## config.mk

```make
export PLATFORM = sky130hd
export DESIGN_NAME = arbitrage_detector
export DESIGN_NICKNAME = d
export VERILOG_FILES = /design/src/rtl/arbitrage_detector.sv
export SDC_FILE = /design/constraint.sdc
export NUM_CORES = 1
export LEC_CHECK = 0
export ABC_AREA = 1
export BUFFER_PORTS_ARGS = -buffer_cell sky130_fd_sc_hd__buf_4
export CAP_MARGIN = 10
export CORE_MARGIN = 2
export CORE_UTILIZATION = 24
export DETAILED_ROUTE_END_ITERATION = 10
export SLEW_MARGIN = 20
export SYNTH_ARGS = -nofsm -noshare
export SYNTH_HDL_FRONTEND = slang
export SYNTH_SLANG_ARGS = --single-unit
```

## constraint.sdc

```tcl
create_clock -name clk -period 6.3 [get_ports clk]
set_input_delay 0.63 -clock clk [delete_from_list [all_inputs] [get_ports clk]]
set_output_delay 0.63 -clock clk [all_outputs]
set_load 0.03 [all_outputs]
```

## src/rtl/arbitrage_detector.sv

```systemverilog
// arbitrage_detector: two-stage quote-pair evaluator with cooldown rate limiting.
// Stage 1 registers direction, absolute spread and a zero-quote flag.
// Stage 2 qualifies the opportunity. A two-state FSM (IDLE/COOLDOWN) issues
// one-cycle trade pulses and counts trades and suppressed opportunities.
// Optional feature macro: ARB_PROFIT_ACCUM_EN adds a 32-bit saturating
// profit_total output accumulating the spread of every issued trade.
module arbitrage_detector #(
    parameter int PRICE_W    = 16,
    parameter int MIN_SPREAD = 4,
    parameter int COOLDOWN   = 50000,
    parameter int CNT_W      = 16
) (
    input  logic               clk,
    input  logic               rst,
    input  logic [PRICE_W-1:0] price_A,
    input  logic [PRICE_W-1:0] price_B,
    input  logic               packet_valid,
    output logic               trade_valid,
    output logic               trade_dir,
    output logic [PRICE_W-1:0] trade_spread,
    output logic               busy,
    output logic [CNT_W-1:0]   trade_count,
    output logic [CNT_W-1:0]   skip_count
`ifdef ARB_PROFIT_ACCUM_EN
    ,
    output logic [31:0]        profit_total
`endif
);

    // Cooldown counter only needs to hold COOLDOWN-1.
    localparam int CD_W = (COOLDOWN > 1) ? $clog2(COOLDOWN) : 1;
    localparam logic [CD_W-1:0] CD_LOAD = (COOLDOWN > 0) ? CD_W'(COOLDOWN - 1) : '0;
    localparam logic [PRICE_W:0] MIN_SPREAD_W = MIN_SPREAD[PRICE_W:0];

    typedef enum logic [0:0] {
        ST_IDLE     = 1'b0,
        ST_COOLDOWN = 1'b1
    } state_e;

    // Stage 1 combinational terms
    logic [PRICE_W:0]   diff_s;
    logic               a_lt_b_s;
    logic [PRICE_W-1:0] spread_s;
    logic               zero_s;

    // Stage 1 registers
    logic               s1_valid_q;
    logic               s1_a_lt_b_q;
    logic [PRICE_W-1:0] s1_spread_q;
    logic               s1_zero_q;

    // Stage 2 qualification
    logic               opp_s;

    // FSM and output registers
    state_e             state_q, state_d;
    logic [CD_W-1:0]    cd_cnt_q, cd_cnt_d;
    logic               trade_valid_q, trade_valid_d;
    logic               trade_dir_q, trade_dir_d;
    logic [PRICE_W-1:0] trade_spread_q, trade_spread_d;
    logic               busy_q, busy_d;
    logic [CNT_W-1:0]   trade_count_q, trade_count_d;
    logic [CNT_W-1:0]   skip_count_q, skip_count_d;

    // Widened subtract: the borrow bit is the A<B flag, so the magnitude never wraps.
    always_comb begin
        diff_s   = {1'b0, price_A} - {1'b0, price_B};
        a_lt_b_s = diff_s[PRICE_W];
        if (a_lt_b_s) begin
            spread_s = price_B - price_A;
        end else begin
            spread_s = diff_s[PRICE_W-1:0];
        end
        zero_s = (price_A == '0) || (price_B == '0);
    end

    // Stage 1 pipeline register: capture the evaluated pair when a packet arrives.
    always_ff @(posedge clk or posedge rst) begin
        if (rst) begin
            s1_valid_q  <= 1'b0;
            s1_a_lt_b_q <= 1'b0;
            s1_spread_q <= '0;
            s1_zero_q   <= 1'b0;
        end else begin
            s1_valid_q <= packet_valid;
            if (packet_valid) begin
                s1_a_lt_b_q <= a_lt_b_s;
                s1_spread_q <= spread_s;
                s1_zero_q   <= zero_s;
            end
        end
    end

    // Stage 2 opportunity: equal prices are excluded even when the threshold is zero.
    always_comb begin
        opp_s = s1_valid_q && !s1_zero_q &&
                ({1'b0, s1_spread_q} >= MIN_SPREAD_W) &&
                (s1_spread_q != '0);
    end

    // FSM next-state and output decode: trade in IDLE, count skips in COOLDOWN.
    always_comb begin
        state_d        = state_q;
        cd_cnt_d       = cd_cnt_q;
        trade_valid_d  = 1'b0;
        trade_dir_d    = trade_dir_q;
        trade_spread_d = trade_spread_q;
        trade_count_d  = trade_count_q;
        skip_count_d   = skip_count_q;
        case (state_q)
            ST_IDLE: begin
                if (opp_s) begin
                    trade_valid_d  = 1'b1;
                    trade_dir_d    = !s1_a_lt_b_q;
                    trade_spread_d = s1_spread_q;
                    if (trade_count_q != '1) begin
                        trade_count_d = trade_count_q + CNT_W'(1);
                    end else begin
                        trade_count_d = trade_count_q;
                    end
                    if (COOLDOWN > 0) begin
                        cd_cnt_d = CD_LOAD;
                        state_d  = ST_COOLDOWN;
                    end else begin
                        state_d  = ST_IDLE;
                    end
                end else begin
                    state_d = ST_IDLE;
                end
            end
            ST_COOLDOWN: begin
                if (opp_s && (skip_count_q != '1)) begin
                    skip_count_d = skip_count_q + CNT_W'(1);
                end else begin
                    skip_count_d = skip_count_q;
                end
                if (cd_cnt_q == '0) begin
                    state_d = ST_IDLE;
                end else begin
                    cd_cnt_d = cd_cnt_q - CD_W'(1);
                end
            end
            default: begin
                state_d  = ST_IDLE;
                cd_cnt_d = '0;
            end
        endcase
        busy_d = (state_d == ST_COOLDOWN);
    end

    // FSM state and registered outputs.
    always_ff @(posedge clk or posedge rst) begin
        if (rst) begin
            state_q        <= ST_IDLE;
            cd_cnt_q       <= '0;
            trade_valid_q  <= 1'b0;
            trade_dir_q    <= 1'b0;
            trade_spread_q <= '0;
            busy_q         <= 1'b0;
            trade_count_q  <= '0;
            skip_count_q   <= '0;
        end else begin
            state_q        <= state_d;
            cd_cnt_q       <= cd_cnt_d;
            trade_valid_q  <= trade_valid_d;
            trade_dir_q    <= trade_dir_d;
            trade_spread_q <= trade_spread_d;
            busy_q         <= busy_d;
            trade_count_q  <= trade_count_d;
            skip_count_q   <= skip_count_d;
        end
    end

    assign trade_valid  = trade_valid_q;
    assign trade_dir    = trade_dir_q;
    assign trade_spread = trade_spread_q;
    assign busy         = busy_q;
    assign trade_count  = trade_count_q;
    assign skip_count   = skip_count_q;

`ifdef ARB_PROFIT_ACCUM_EN
    logic [32:0] profit_sum_s;
    logic [31:0] profit_q, profit_d;

    // Saturating profit accumulator, updated on the same edge as the trade pulse.
    always_comb begin
        profit_sum_s = {1'b0, profit_q} + 33'(s1_spread_q);
        if (trade_valid_d) begin
            if (profit_sum_s[32]) begin
                profit_d = 32'hFFFF_FFFF;
            end else begin
                profit_d = profit_sum_s[31:0];
            end
        end else begin
            profit_d = profit_q;
        end
    end

    // Profit register.
    always_ff @(posedge clk or posedge rst) begin
        if (rst) begin
            profit_q <= 32'd0;
        end else begin
            profit_q <= profit_d;
        end
    end

    assign profit_total = profit_q;
`endif

endmodule

```

======== Yosys cells after proc, flatten, opt, wreduce, memory -nomap -nowiden ========
Index checks and enable logic that the tools add are counted.
word-level totals
  bits in registers ....................... 86
  input bits .............................. 35
  logic and storage cells ................. 45
cells by class
  $add $sub $neg .......................... 5
  equal/unequal tests ..................... 4
  multiplexer cells ....................... 8
  bitwise operators ....................... 1
  reduce and logical (&&, ||, !) cells .... 15
  $lt $le $gt $ge ......................... 1
operator list
  cell                   count
  $logic_not 16->1       3
  $mux 16                3
  $add 16x1->16 const B  2
  $ne 16x16->1 const B   2
  $pmux 16 s2            1
  $sub 16x16->17         1
  $ge 16x3->1 const B    1
  $reduce_bool 16->1     1
  $sub 16x1->16 const B  1
  $sub 16x16->16         1
  $reduce_and 2->1       3
  $logic_and 1x1->1      4
  $ne 2x2->1 const B     2
  $mux 1                 3
  $reduce_and 3->1       1
  $logic_not 1->1        2
  $pmux 1 s2             1
  $logic_or 1x1->1       1
  $not 1->1              1

======== Depth between registers and ports, before layout ========
Gate-level depths: netlist (run 1).
  depth after elaboration ................. 6
  gate-level depth with buffers ........... 17

======== Worst setup path after synthesis (run 1) ========
OpenSTA, ideal clock, no wires.
  path kind ............................... input-to-reg
  start ................................... input port price_A[0]
  end ..................................... register s1_spread_q[12]
  data arrival time ....................... 2.137 ns
  setup slack ............................. 4.046 ns
  stages .................................. 14
  library setup time ...................... 0.117 ns
  path through ............................ inv_1 -> ha_1 -> fa_1 -> o21ai_2 -> nand2_1 -> nand2_2 -> nand2_2 -> nand2_4 -> inv_2 -> buf_6 -> nand2_1 -> nand2_1 -> nand2_1 -> nand2_1
on the way
  longest elaborated chain between the ends .. 2
ends and longest elaborated chain
  item                                              line    RTL
  start, declared                                   15      input logic [PRICE_W-1:0] price_A,
  $sub 16x16->17 or $sub 16x16->16 (tied branches)  67, 70
  $mux 16 *                                         69      if (a_lt_b_s) begin
  end signal, assigned                              88      s1_spread_q <= spread_s;
  end, declared                                     49      logic [PRICE_W-1:0] s1_spread_q;
Every way passes the cells marked *; elsewhere a longest branch is shown, timed or not.
A chain may end at the register's enable or synchronous reset.

======== Worst setup path after layout (run 1) ========
  start ................................... register s1_spread_q[15]
  end ..................................... register trade_count_q[5] (netlist: trade_count[5])
on the way
  longest elaborated chain between the ends .. 4
ends and longest elaborated chain
  item                                 line  RTL
  $ge 16x3->1                          97    ({1'b0, s1_spread_q} >= MIN_SPREAD_W) &&
  $logic_and 1x1->1                    96    opp_s = s1_valid_q && !s1_zero_q &&
  $logic_and 1x1->1 *                  97
  $reduce_and 3->1 (no source line) *  --
  end signal, assigned                 169   trade_count_q <= trade_count_d;
  end, declared                        62    logic [CNT_W-1:0] trade_count_q, trade_count_d;
Marked as above.

==> summary.txt, run 1 <==
Status: finished, final reports clean
Layout cell share with drive strength beyond 1: 12.7%
Worst path bufs/invs: 2
Fmax: 430 MHz
Hold_buf cts: 0
Register area share after synthesis: 34.0%
Lkg Pwr: 4.12 nW
Routed vias/inst: 4.26
Largest net degree at the start of global routing: 65
Placed cell count: 1337
Cell Pwr Density: 296 nW/um^2
Die Ht: 166 um
Yosys synthesis warning count: 0
Critical Path Slowest Stage Cell: nor2_2
First-pass GRT wire length: 26500 um
Fillers: 2877
Initial Util: 24.3%
Finished Cell Area: 7560 um^2
Share of the synthesized area in the top cell type: 34.0%
Top Family by Delay on Critical Path: simple AND/OR/NAND/NOR gates
Hold Fails Final Rpt: 0
Longest Clk Path Bufs: 2
Vias in the first global route: 5494
Die footprint: 27700 um^2
Critical Path AT: 2.59 ns
Crit share post-route: 36.9%
Crit end category: register
CP max FO: 46
RSZ-0062 raised after global routing: no
Max_slew headroom: 46.1%
Post-synth EDFFs: 0
Post-synth ARST share: 100%
Cell taking the most area after synthesis: dfrtp_1
Synthesized area: 6330 um^2
Placer Congestion: 0.916
Share of power burned in registers: 37.1%
Final ANT Viol Nets: 0
Htree depth: 3
Max incr delay on CP: 0.75 ns
Routed len/inst: 11.5 um
DRC viols: 0
Worst path cell trace: inv_1 -> nand4_1 -> nor2_1 -> nand2_1 -> nand2_1 -> inv_1 -> nand2_2 -> nor2_2 -> o21ai_0 -> o21ai_0
Avg Inst Size Synth: 6.74 um^2
Synth Flop Type: dfrtp_1
Cells after synthesis: 939
Total Power: 0.00224 W
Crit Path Class: register to register
# setup viols final: 0
Core ar.: 26000 um^2
Clk_skew: 0.00817 ns
Max-Cap Viols: 0
Antenna Diode Count: 0
Max Slew Vio Count: 0
Worst min-delay path class: input port to async pin
Fin nets: 1085
Switch share: 42.5%
Syn Nets: 1011
CTS tree: yes
Crit path time final: 2.33 ns
Pre-antenna DRT Iters: 5
Vias post-DR: 5766
Clock network power share: 23.8%
PortBufs: 85
Post-Route WL: 15600 um
Syn-to-layout area delta: 19.6%
Sw Pwr: 0.000952 W
Hpwl dp: 12500 um
Row cnt: 59
Area after DPL: 7260 um^2
Total gr overflow: 0
Worst Tran Pin Value: 0.808 ns
Yosys cell types: 38
Reg clk slew, reported paths: 0.07 ns
CTS Root Buffer Type: clkbuf_16
Clk Latency, worst-skew pair: 0.35 ns
Setup TNS Final: 0 ns
Non-Filler Instances: 1353
# IOs: 86
DR iter-0 viols: 309
Synth area leaders: dfrtp_1 34%, nand2_1 21%, inv_1 9.0%
Setup Buffers After CTS: 0
Total Routing Usage GR: 11.6%
Clk sinks: 86
Die width: 166 um
Post_cts resized: 0
Crit path required time: 6.56 ns
Setup crit start kind: register
Yosys reg bits: 86
CTS Buf Count: 9
WHS: 0.254 ns
Maximum vdd drop: 185 uV
Initial antenna violation count: 0
Comb pwr share: 39.2%
Cell-internal power: 0.00129 W
==> through the flow <==
step           util, %  worst slack [ns]
2_1_floorplan        -              3.45
3_3_place_gp      27.9              3.63
3_5_place_dp      27.9              3.55
4_1_cts           29.1              3.55
5_1_grt           29.1              3.52
6_report          29.1              3.97
==> layout by cell type, fill, tap and decap left out, drive strengths merged, types with 2 or more instances in the layout <==
master / netlist / final
a21oi: 18 / 18
nand3b: 3 / 3
ha: 35 / 35
nor4: 11 / 11
dfrtp: 86 / 86
o21ai: 46 / 46
xnor2: 13 / 13
fa: 2 / 2
nand2: 364 / 364
clkbuf: 10 / 9
clkinv: 0 / 3
inv: 155 / 158
buf: 13 / 86
xor2: 35 / 35
nand4: 18 / 18
nor3: 14 / 14
nand3: 58 / 58
nor2: 51 / 51
==> final timing paths <==
path,startpoint,to,slack [ns],cells past startpoint
max,s1_spread_q[15],trade_count[5],3.97,10
min,rst,skip_count[8],0.25,2
max reg2reg,s1_spread_q[15],trade_count[5],3.97,10
min reg2reg,trade_spread[0],trade_spread[0],0.48,2
max in group asynchronous,rst,s1_spread_q[14],4.91,3
min in group clk,trade_spread[0],trade_spread[0],0.48,2
==> routing by layer <==
metal | track usage [%] | vias up | share of wire (%)
li1 | - | 3043 | -
met1 | 15.3 | 2594 | 48
met2 | 19.6 | 114 | 46
met3 | 2.12 | 15 | 4.4
met4 | 3.00 | 0 | 1.0
met5 | 0 | - | 0
==> state kept, by name (all words and copies together) (netlist names), 16 cells and up <==
name and cells:
trade_spread 16, s1_spread_q 16, cd_cnt_q 16, skip_count 16, trade_count 16
==> worst register-to-register path, stage by stage, from the launching register on <==
cell and delay, ns:
dfrtp_1 0.35, inv_1 0.05, nand4_1 0.09, nor2_1 0.05
nand2_1 0.05, nand2_1 0.07, inv_1 0.11, nand2_2 0.43
nor2_2 0.75, o21ai_0 0.18, o21ai_0 0.11
==> synthesized netlist by cell type, types with 2 or more instances <==
cell,count
buf_4,4
o21ai_1,8
inv_1,151
buf_2,7
nand3b_1,3
nor4_1,10
fa_1,2
nor3_1,13
buf_6,2
nand2_1,353
xor2_1,35
dfrtp_1,86
nor2_1,49
clkbuf_1,5
clkbuf_2,5
o21ai_0,36
ha_1,35
o21ai_2,2
nand2_2,10
xnor2_1,13
a21oi_1,17
nand4_1,17
nand3_1,58
inv_2,4
==> final cells by class <==
type	instances	area [um^2]	area share (%)
Clock buffer	9	225	2.98
Clock inverter	7	75.1	0.992
Inverter	155	583	7.71
Multi-Input combinational cell	675	3460	45.8
Sequential cell	86	2150	28.4
Tap cell	335	419	5.54
Timing Repair Buffer	86	646	8.53
==> cell families after synthesis <==
logic type | share of synthesized area [%]
and+or+nand+nor | 34.7
adders and majority gates | 7.55
DFF | 34.0
AOI/OAI and AO/OA | 5.83
xor gates and xnor gates | 6.64
buffers and inverters | 11.3
==> power groups by stage <==
| stage | sequential, W | combinational [W] | clock, W |
|---|---|---|---|
| floorplan | 0.000974 | 0.000446 | 0 |
| global placement | 0.000838 | 0.000881 | 0 |
| detailed placement | 0.000840 | 0.000890 | 0 |
| CTS | 0.000832 | 0.000893 | 0.000552 |
| global route | 0.000857 | 0.000984 | 0.000582 |
| finish | 0.000831 | 0.000878 | 0.000532 |
(Power assumes the default switching activity.)
==> inputs of run 2 (changes only) <==
==> constraint.sdc (replaced) <==
create_clock -name clk -period 1.93 [get_ports clk]
set_input_delay 0.193 -clock clk [delete_from_list [all_inputs] [get_ports clk]]
set_output_delay 0.193 -clock clk [all_outputs]
set_load 0.03 [all_outputs]
==> run 2 against run 1 <==
  * Design area grew 4.6%
  * Total power grew to 3.4 times the previous value
  * Core utilization grew 1.3 points
  * Critical path type unchanged
  * Maximum frequency grew 32%
==> summary.txt, run 2 (synthesized netlist as in run 1, its figures left out) <==
Status: finished, final reports clean
Hpwl dp: 12800 um
Crit path time final: 1.76 ns
Fillers: 2875
Max incr delay on CP: 0.35 ns
Finished Cell Area: 7910 um^2
Clk_skew: 0.00961 ns
Crit end category: register
Crit share post-route: 91.0%
DR iter-0 viols: 298
Layout cell share with drive strength beyond 1: 15.7%
Area after DPL: 7560 um^2
Routed len/inst: 11.4 um
Pre-antenna DRT Iters: 5
Antenna Diode Count: 0
DRC viols: 0
Max Slew Vio Count: 0
CTS Buf Count: 9
Syn-to-layout area delta: 25.1%
Die footprint: 27700 um^2
Largest net degree at the start of global routing: 87
Vias post-DR: 5857
Fmax: 570 MHz
RSZ-0062 raised after global routing: no
Share of power burned in registers: 34.7%
PortBufs: 85
Clock network power share: 25.3%
Switch share: 39.8%
Die Ht: 166 um
Placer Congestion: 0.880
# setup viols final: 0
Max-Cap Viols: 0
Die width: 166 um
Longest Clk Path Bufs: 2
Worst path cell trace: ha_1 -> nand3_1 -> nor3_2 -> nand2_1 -> nor2_1 -> nor2_1 -> buf_4 -> o21ai_0 -> o21ai_0
Clk Latency, worst-skew pair: 0.34 ns
Cell-internal power: 0.00463 W
Initial antenna violation count: 0
Comb pwr share: 40.0%
Crit Path Class: register to register
Critical Path Slowest Stage Cell: dfrtp_1
Worst reg-to-reg setup slack: 0.17 ns
Hold Fails Final Rpt: 0
Routed vias/inst: 4.21
Htree depth: 3
Most common cell after layout, fill and taps aside: nand2_1
Reg clk slew, reported paths: 0.06 ns
Worst Tran Pin Value: 0.477 ns
Most frequent cells in the layout: 353 x nand2_1, 150 x inv_1, 123 x buf_4
Setup crit start kind: register
Sw Pwr: 0.00306 W
CP max FO: 21
CTS Root Buffer Type: clkbuf_16
Crit path required time: 2.15 ns
Clk sinks: 86
Lkg Pwr: 4.33 nW
Total gr overflow: 0
Worst min-delay path class: input port to register
Core ar.: 26000 um^2
Initial Util: 24.3%
Critical Path AT: 1.98 ns
First-pass GRT wire length: 26900 um
Row cnt: 59
Total Routing Usage GR: 11.7%
Fin nets: 1124
Max_slew headroom: 68.2%
Cell Pwr Density: 971 nW/um^2
CTS tree: yes
Maximum vdd drop: 690 uV
Post-Route WL: 15900 um
Setup Buffers After CTS: 0
# IOs: 86
Final ANT Viol Nets: 0
Vias in the first global route: 5611
Setup TNS Final: 0 ns
[run 2: cell count changes in the layout (fill, tap and decap cells not counted), sizes merged]
| cell | before | now |
|---|---|---|
| buf | 86 | 124 |
| bufinv | 0 | 2 |
| clkbuf | 9 | 10 |
| clkinv | 3 | 0 |
| dlygate4sd3 | 0 | 1 |
[run 2: layout make-up]
| type | count | area (um^2) | share of cell area (%) |
|---|---|---|---|
| Inverter | 155 | 586 | 7.40 |
| Clock inverter | 6 | 97.6 | 1.23 |
| Multi-Input combinational cell | 675 | 3470 | 43.8 |
| Sequential cell | 86 | 2150 | 27.2 |
| Tap cell | 335 | 419 | 5.30 |
| Clock buffer | 10 | 239 | 3.02 |
| Timing Repair Buffer | 125 | 953 | 12.0 |
[run 2: power by group through the flow]
stage | registers (W) | logic [W] | clock network [W]
global placement | 0.00268 | 0.00309 | 0
global route | 0.00274 | 0.00345 | 0.00209
CTS | 0.00267 | 0.00312 | 0.00202
detailed placement | 0.00270 | 0.00311 | 0
floorplan | 0.00318 | 0.00146 | 0
finish | 0.00267 | 0.00307 | 0.00195
[run 2: metal layers]
metal  vias to the layer above  GRT usage [%]  part of all wire (%)
met1                      2607           15.2                    48
met4                         0           3.60                   1.6
met2                       107           19.8                    47
met3                        20           2.03                   3.6
li1                       3123              -                     -
met5                         -              0                     0
[run 2: repair_timing]
item / 4_1_cts / 5_1_grt
resized for setup: 0 / 1
hold buffers: 1 / 0
endpoints found under the hold margin: 13 / 0
setup endpoints to repair: 0 / 6
[run 2: stage by stage]
| step | hold WS, ns | utilization, % | total power (W) | setup WS [ns] | cells |
|---|---|---|---|---|---|
| finish | 0.114 | 30.5 | 0.00769 | 0.174 | 1392 |
| global route | 0.101 | 30.5 | 0.00829 | 0.00604 | 1392 |
| CTS | 0.0906 | 30.4 | 0.00782 | 0.174 | 1392 |
| detailed placement | 0.368 | 29.1 | 0.00581 | -0.0150 | 1375 |
| global placement | 0.367 | 29.1 | 0.00578 | 0.00640 | 1375 |
| floorplan | 0.224 | - | 0.00464 | 0.0730 | 939 |
[run 2: worst paths after layout]
kind                            depth (start not counted)      startpoint              to
worst min-delay path                                    1    packet_valid      s1_valid_q
max in group asynchronous                               4             rst     cd_cnt_q[8]
min in group asynchronous                               4             rst   skip_count[8]
worst max-delay path                                    9  trade_count[0]  trade_count[5]
worst max register to register                          9  trade_count[0]  trade_count[5]
worst min register to register                          1     s1_a_lt_b_q       trade_dir
[run 2: critical path, delay by kind of cell (launching register included)]
| family | cells | cell delay (ns) |
|---|---|---|
| fa+ha+maj | 1 | 0.21 |
| flops | 1 | 0.35 |
| compound gates | 2 | 0.18 |
| simple gates | 5 | 0.70 |
| buf+inv | 1 | 0.20 |
==> inputs of run 3 (changes only) <==
--- a/config.mk
+++ b/config.mk
@@ -11,6 +11,7 @@
 export CORE_MARGIN = 2
 export CORE_UTILIZATION = 24
 export DETAILED_ROUTE_END_ITERATION = 10
+export GPL_ROUTABILITY_DRIVEN = 0
 export SLEW_MARGIN = 20
 export SYNTH_ARGS = -nofsm -noshare
 export SYNTH_HDL_FRONTEND = slang
==> constraint.sdc (replaced) <==
create_clock -name clk -period 1.93 [get_ports clk]
set_input_delay 0.386 -clock clk [delete_from_list [all_inputs] [get_ports clk]]
set_output_delay 0.386 -clock clk [all_outputs]
set_load 0.03 [all_outputs]
==> run 3 against run 2 <==
  * Wire length is 3.1% higher
  * Maximum frequency increased by 0.76%
  * Core utilization is 1.2 points higher
  * Hold slack got worse by 0.069 ns
  * Design area grew 3.8%
  * Critical path depth up 1
  * Sequential share of layout area decreased by 0.99 points
  * Highest routed layer unchanged
==> summary.txt, run 3 (synthesized netlist as in run 1, its figures left out) <==
Critical path origin: skip_count[1]
CP max FO: 16
Fin util: 31.6%
Syn-to-layout area delta: 29.8%
Vias in the first global route: 5783
DRC viols: 0
Initial Util: 24.3%
Crit path required time: 2.16 ns
RSZ-0062 raised after global routing: no
Status: finished, final reports clean
Die Ht: 166 um
Worst min-delay path class: input port to async pin
Die footprint: 27700 um^2
Crit Reg-Reg Startpoint: skip_count[1]
Crit share post-route: 90.3%
# setup viols final: 0
DR iter-0 viols: 264
Max Slew Vio Count: 0
Pre-antenna DRT Iters: 5
Hold Fails Final Rpt: 0
Crit path time final: 1.74 ns
# IOs: 86
Critical Path Slowest Stage Cell: dfrtp_1
Core ar.: 26000 um^2
Clk sinks: 86
First-pass GRT wire length: 28000 um
Antenna Diode Count: 0
Crit Path Class: register to register
Setup TNS Final: 0 ns
Placed cell count: 1419
Htree depth: 3
GRT met3 Usage: 2.12%
Worst reg-to-reg setup slack: 0.19 ns
Max-Cap Viols: 0
Longest Clk Path Bufs: 2
Maximum vdd drop: 566 uV
Fmax: 574 MHz
Non-Filler Instances: 1435
Largest net degree at the start of global routing: 37
Clk_skew: 0.00624 ns
Fin nets: 1167
Most common cell after layout, fill and taps aside: nand2_1
Total gr overflow: 0
Met1 Track Usage GR: 16.7%
RR Endpoint: skip_count[13]
Crit end category: register
CTS Buf Count: 9
Crit path to: skip_count[13]
PortBufs: 85
Hpwl dp: 13400 um
Worst Tran Pin Value: 0.469 ns
Reg clk slew, reported paths: 0.07 ns
Max_slew headroom: 68.7%
Cell Pwr Density: 928 nW/um^2
Busiest grt layer: met2
Routed vias/inst: 4.21
Lkg Pwr: 4.53 nW
Worst path cell trace: ha_1 -> nand3_1 -> inv_1 -> nand2_1 -> nor2_1 -> nor2_1 -> nand2_2 -> buf_4 -> nand2_1 -> o21ai_0
Setup crit start kind: register
Initial antenna violation count: 0
Total Routing Usage GR: 12.2%
CTS tree: yes
Clk Latency, worst-skew pair: 0.35 ns
Routed len/inst: 11.4 um
Most frequent cells in the layout: 352 x nand2_1, 167 x buf_4, 150 x inv_1
Layout cell share with drive strength beyond 1: 19.4%
Critical Path AT: 1.97 ns
M2 GR Usage: 19.8%
Total Power: 0.00762 W
Setup Buffers After CTS: 0
Row cnt: 59
Post-Route WL: 16400 um
Fillers: 2872
CTS Root Buffer Type: clkbuf_16
Final ANT Viol Nets: 0
Die width: 166 um
Max incr delay on CP: 0.42 ns
Vias post-DR: 6046
R2r worst-path depth: 10
==> run 3: cell count changes in the layout (fill, tap and decap cells not counted), moves of 2 or more <==
cell	delta
buf_4	+44
bufinv_16	-2
nand2_2	+2
clkinv_8	+2
==> run 3: worst max-delay path: cells and delay by family, from the launching register on <==
family	cells	cell delay, ns
buffers and inverters	2	0.27
AO/OA/AOI/OAI	1	0.08
flip-flops	1	0.42
AND/OR/NAND/NOR	6	0.62
adder cells (fa/ha/maj)	1	0.21
==> run 3: worst min path at each step <==
stage	cells after the start	to	startpoint
global placement	2	skip_count[13]	rst
finish	2	trade_count[11]	rst
global route	2	trade_valid	rst
floorplan	0	s1_valid_q	packet_valid
CTS	2	trade_valid	rst
detailed placement	2	skip_count[11]	rst
==> run 3: layout make-up <==
| class | instances | area [um^2] | area share, % |
|---|---|---|---|
| sequential | 86 | 2150 | 26.2 |
| inverter | 155 | 588 | 7.16 |
| clock buffer | 9 | 225 | 2.74 |
| multi-input combinational | 675 | 3480 | 42.3 |
| clock inverter | 7 | 77.6 | 0.944 |
| tap | 335 | 419 | 5.10 |
| timing repair buffer | 168 | 1270 | 15.5 |
==> run 3: report_power, final <==
part           total [W]  switching [W]  internal, W
logic            0.00318        0.00195      0.00122
registers        0.00267       0.000384      0.00229
clock network    0.00177       0.000855     0.000919
==> run 3: through the flow <==
stage / cell area [um^2] / worst slack, ns / hold slack [ns]
final: 8210 / 0.187 / 0.0447
after global routing: 8210 / 0.0145 / 0.0635
after CTS: 8200 / 0.151 / 0.0428
after detailed placement: 7900 / -0.149 / 0.426
after global placement: 7900 / -0.118 / 0.427
after floorplan: 6330 / 0.00539 / 0.417
==> run 3: per-layer routing <==
| metal | part of all wire (%) | vias up |
|---|---|---|
| met5 | 0 | - |
| met4 | 1.8 | 0 |
| met3 | 4.0 | 20 |
| met2 | 45 | 122 |
| met1 | 49 | 2693 |
| li1 | - | 3211 |
==> run 3: what timing repair did <==
action,CTS,global route
setup endpoints to repair,0,9
hold endpoints to repair,0,0
resized for setup,0,4
hold buffers,0,0
